### src/rtl/datapath_pkg.sv
// Shared datapath definitions: ALU opcodes, EX/WB writeback state encoding, default widths.
package datapath_pkg;

   localparam int DATA_W_DEF = 16;
   localparam int REG_AW_DEF = 4;

   localparam logic [2:0] ALU_ADD  = 3'b000;
   localparam logic [2:0] ALU_SUB  = 3'b001;
   localparam logic [2:0] ALU_MOVE = 3'b010;
   localparam logic [2:0] ALU_SWAP = 3'b011;
   localparam logic [2:0] ALU_AND  = 3'b100;
   localparam logic [2:0] ALU_OR   = 3'b101;

   typedef enum logic [1:0] {
      IDLE = 2'd0,
      WR   = 2'd1,
      SW1  = 2'd2,
      SW2  = 2'd3
   } wb_state_t;

   function automatic logic is_arith(input logic [2:0] ctrl);
      return (ctrl == ALU_ADD) || (ctrl == ALU_SUB);
   endfunction

endpackage

### src/rtl/ex_wb_stage.sv
// EX->WB writeback stage: single register-file write port, swap split over two cycles.
// Optional overflow trap enabled by defining EX_WB_OVF_TRAP_EN.
//
// state | meaning
// IDLE  | no write this cycle
// WR    | writing result of a single-write instruction
// SW1   | swap: writing low half to rd, EX stalled
// SW2   | swap: writing high half to rs
module ex_wb_stage
   import datapath_pkg::*;
#(
   parameter int DATA_W = DATA_W_DEF,
   parameter int REG_AW = REG_AW_DEF
) (
   input  logic                clk,
   input  logic                rst,
   input  logic                ex_valid,
   input  logic [2*DATA_W-1:0] ex_result,
   input  logic                ex_overflow,
   input  logic [2:0]          ex_alu_ctrl,
   input  logic                ex_reg_write,
   input  logic [REG_AW-1:0]   ex_rd,
   input  logic [REG_AW-1:0]   ex_rs,
   input  logic                flush,
   input  logic                ovf_clr,
   output logic                ex_stall,
   output logic                wb_en,
   output logic [REG_AW-1:0]   wb_addr,
   output logic [DATA_W-1:0]   wb_data,
   output logic                ovf_exc
);

   wb_state_t           state, state_nxt;
   logic                wb_en_nxt;
   logic [REG_AW-1:0]   wb_addr_nxt;
   logic [DATA_W-1:0]   wb_data_nxt;
   logic                ovf_nxt;
   logic                accept;
   logic                trap;
   logic                hold_we;
   logic [REG_AW-1:0]   hold_rs;
   logic [DATA_W-1:0]   hold_hi;
   logic                hold_load;

   assign ex_stall = (state == SW1);
   assign accept   = ex_valid && !ex_stall && !flush;

`ifdef EX_WB_OVF_TRAP_EN
   assign trap = accept && (ex_alu_ctrl != ALU_SWAP) && is_arith(ex_alu_ctrl) && ex_overflow;
   // Set wins over clear when both land on the same edge.
   assign ovf_nxt = trap ? 1'b1 : (ovf_clr ? 1'b0 : ovf_exc);
`else
   logic unused_ovf;
   assign trap       = 1'b0;
   assign ovf_nxt    = 1'b0;
   assign unused_ovf = ex_overflow ^ ovf_clr;
`endif

   always_comb begin
      state_nxt   = IDLE;
      wb_en_nxt   = 1'b0;
      wb_addr_nxt = wb_addr;
      wb_data_nxt = wb_data;
      hold_load   = 1'b0;
      if (state == SW1) begin
         // Second half of a swap is never cancelled; EX is stalled so nothing is accepted.
         state_nxt   = SW2;
         wb_en_nxt   = hold_we;
         wb_addr_nxt = hold_rs;
         wb_data_nxt = hold_hi;
      end else if (accept) begin
         wb_addr_nxt = ex_rd;
         wb_data_nxt = ex_result[DATA_W-1:0];
         if (ex_alu_ctrl == ALU_SWAP) begin
            state_nxt = SW1;
            wb_en_nxt = ex_reg_write;
            hold_load = 1'b1;
         end else begin
            state_nxt = WR;
            wb_en_nxt = ex_reg_write && !trap;
         end
      end
   end

   always_ff @(posedge clk or negedge rst) begin
      if (!rst) begin
         state   <= IDLE;
         wb_en   <= 1'b0;
         wb_addr <= '0;
         wb_data <= '0;
         ovf_exc <= 1'b0;
         hold_we <= 1'b0;
         hold_rs <= '0;
         hold_hi <= '0;
      end else begin
         state   <= state_nxt;
         wb_en   <= wb_en_nxt;
         wb_addr <= wb_addr_nxt;
         wb_data <= wb_data_nxt;
         ovf_exc <= ovf_nxt;
         if (hold_load) begin
            hold_we <= ex_reg_write;
            hold_rs <= ex_rs;
            hold_hi <= ex_result[2*DATA_W-1:DATA_W];
         end
      end
   end

endmodule

### config.mk
export PLATFORM = sky130hd
export DESIGN_NAME = ex_wb_stage
export DESIGN_NICKNAME = d
export VERILOG_FILES = /design/src/rtl/datapath_pkg.sv /design/src/rtl/ex_wb_stage.sv
export SDC_FILE = /design/constraint.sdc
export NUM_CORES = 1
export LEC_CHECK = 0
export BUFFER_PORTS_ARGS = -buffer_cell sky130_fd_sc_hd__clkbuf_2
export CAP_MARGIN = 20
export CORE_ASPECT_RATIO = 0.6
export CORE_UTILIZATION = 52
export CTS_CLUSTER_DIAMETER = 100
export DETAILED_ROUTE_END_ITERATION = 7
export GPL_ROUTABILITY_DRIVEN = 0
export PLACE_DENSITY = 0.84
export SETUP_SLACK_MARGIN = 0.1
export SYNTH_ARGS = -nofsm -noshare
export SYNTH_HDL_FRONTEND = slang
export SYNTH_SLANG_ARGS = --single-unit
### constraint.sdc
create_clock -name clk -period 3.3 [get_ports clk]
set_clock_uncertainty 0.2 [all_clocks]
set_input_delay 0.495 -clock clk [delete_from_list [all_inputs] [get_ports clk]]
set_output_delay 0.495 -clock clk [all_outputs]
set_load 0.1 [all_outputs]
==> results.toml <==
[run_status]
status = "completed"

[cells_and_area]
multi_input_area_sq_um = 769.5
final_nets = 267
area_delta_synth_final_pct = 22.65
fill_cells = 266
final_util_pct = 70.25
drive_gt1_share_pct = 47.91
diodes = 0
ff_latch_area_sq_um = 1101

[power_and_ir_drop]
swShare_pct = 44.57
powerDensity_nw_per_um2 = 738.3
leakage_nw = 1.282
p_sw_uw = 791.3
vdd_drop_max_mv = 0.4195
power.clock.fraction_pct = 16.2
comb_power_share_pct = 42.4
p_seq_share_pct = 41.3
p_int_uw = 984.2

[worst_setup_path]
critPathBufInv = 2
worstSetupPathType = "flop to output port"
cpLargestDelayFamily = "buffers and inverters"
cp.depth = 3
reg2reg_from = "state[1]"
cpPeakStageDelay_ns = 0.44
critPathCapture = "ex_stall"
crit_chain = "nand2b_2 -> inv_2 -> clkbuf_2"
r2r_slack_ns = 1.27
critPathCaptureType = "output port"
critPathLaunchType = "flop"
cp_slowest_cell = "clkbuf_2"
r2r_end = "hold_rs[3]"
worst-path-max-fanout = 3
critical_path_arrival_ns = 1.34
startpoint = "state[0]"
worstPathRequired_ns = 2.60
reg2reg_depth = 6

[sta]
drv_slew = 0
relSlewSlack_pct = 63.78
fmax_mhz = 491.9
rsz0062_at_grt = "false"
fin_crit_sh_pct = 61.60
hold_viol_final = 0
setup_violations = 0
worstMarginPinSlew_ns = 0.5456
fin_ws_ns = 1.267
fin_setup_tns_ns = 0
min_period_ns = 2.033

[floorplanning]
die_x_um = 81.27
ios = 73
start_util_pct = 57.27
coreArea_sq_um = 3423
die-area_sq_um = 4028
num_rows = 16
die_h_um = 49.57

[cts]
post_cts_resized = 0
ctsHoldBuffers = 0
max-clock-path-buffers = 2
post_cts.repair.setup_buffers = 0
cts-root-buf = "clkbuf_8"
clk_pin_slew_worst_paths_ns = 0.08
numCtsBuffers = 5
h-tree-depth = 2
clk_latency_ns = 0.28
clkSinkCount = 44
cts_tree = "built"

[logic_synthesis]
synth_warnings = 0
syn_inst = 146
synth_edf_count = 0
ys_types = 20
yosysMostFrequentCell = "dfrtp_1"
yosysTopAreaCell = "dfrtp_1"
synthTopCellsByCount = "44 x dfrtp_1, 21 x nand2_1, 21 x o21ai_0"
synthFlopType = "dfrtp_1"
avgSynthCellArea_sq_um = 13.43
ys_seq_area_share_pct = 56.16
ys_async_sr_fraction_pct = 100.0
synth_top_area_share_pct = 56.16
ys_seq_elements = 44
synth_area_sq_um = 1961
syn_nets = 196
synth_area_leaders = "dfrtp_1 56%, mux2_4 15%, mux2i_1 10%"

[worst_hold_path]
min_path_type = "input pin to flop"
whs_path_depth = 2

[global_route]
grtUsageTotal_pct = 19.77
grt_pass1_wl_mm = 5.775
antenna_found_initial = 0
grt_start_max_net_pins = 45
grt_overflow = 0
grt_pass1_vias = 1301

[placement]
port_buffers = 69
place_hpwl_mm = 2.559
pre_cts_slack_ns = 1.264

[routing]
detail-route-antenna-nets = 0
routed.top_layer = "met4"
drt-initial-drc-count = 37
vias = 1292
route.met3.wl_um = 124
met2_length_mm = 1.684
drc = 0
wl_met1_mm = 1.735
drt_first_pass_iters = 4
wl_per_cell_um = 13.71
drt-total-wl_mm = 3.565
vias_per_cell = 4.969

[run]
cap_violations = 0
cell type report:
type	count	share of cell area, %
Clock buffer	5	2.862
Inverter	1	0.1561
Multi-Input combinational cell	91	32.00
Sequential cell	44	45.79
Tap cell	45	2.341
Timing Repair Buffer	74	16.86
worst reg2reg max path, stage by stage, from the launching register on:
cell	delay, ns
dfrtp_1	0.37
nand2b_2	0.09
inv_2	0.04
buf_4	0.24
nor3_4	0.22
buf_4	0.37
mux2_2	0.39
cell usage in the layout (no fill, tap or decap), drive strengths merged:
cell / instances
a22o: 1
dfrtp: 44
buf: 4
nand2: 21
nand3b: 1
conb: 1
clkbuf: 74
nor3: 1
nor2: 1
mux2: 21
inv: 1
dlygate4sd3: 1
o21ai: 21
nand2b: 3
mux2i: 20
metrics by stage:
| step | power (mW) | instance area [sq um] | cells | hold WS (ns) |
|---|---|---|---|---|
| after floorplan | 1.352 | 1961 | 146 | -0.0005910 |
| after global placement | 1.478 | 2298 | 253 | 0.2591 |
| after detailed placement | 1.498 | 2298 | 253 | 0.2771 |
| after CTS | 1.789 | 2367 | 258 | 0.2167 |
| after global routing | 1.861 | 2405 | 260 | 0.2277 |
| final | 1.776 | 2405 | 260 | 0.2412 |
power by group through the flow:
| stage | registers, mW | clock network (mW) | logic (mW) |
|---|---|---|---|
| global route | 0.750 | 0.323 | 0.787 |
| detailed placement | 0.744 | 0 | 0.754 |
| finish | 0.734 | 0.288 | 0.754 |
| floorplan | 1.17 | 0 | 0.184 |
| CTS | 0.735 | 0.300 | 0.755 |
| global placement | 0.735 | 0 | 0.743 |
cell families after synthesis:
| family | synth area share [%] |
|---|---|
| buf+inv | 4.594 |
| simple gates | 7.148 |
| mux | 26.10 |
| other cells | 0.1913 |
| compound gates | 5.807 |
| flops | 56.16 |
how the worst min path moves through the flow:
stage / start / endpoint / slack [ns]
2_1_floorplan: rst / hold_hi[0] / -0.0006
4_1_cts: rst / wb_data[12] / 0.22
6_report: ex_result[25] / hold_hi[9] / 0.24
5_1_grt: ex_result[29] / hold_hi[13] / 0.23
3_3_place_gp: hold_hi[10] / wb_data[10] / 0.26
3_5_place_dp: hold_hi[7] / wb_data[7] / 0.28
sequential cells by signal (all words and copies together), names as in the netlist:
signal / cells
wb_data: 16
wb_en: 1
hold_hi: 16
hold_we: 1
wb_addr: 4
state: 2
hold_rs: 4
layer usage:
layer	global-route usage (%)	vias to the layer above
met3	5.000	2
met4	6.845	0
met1	25.06	623
met5	0	-
met2	32.78	32
li1	-	635
Power figures use the tool's default switching activity.
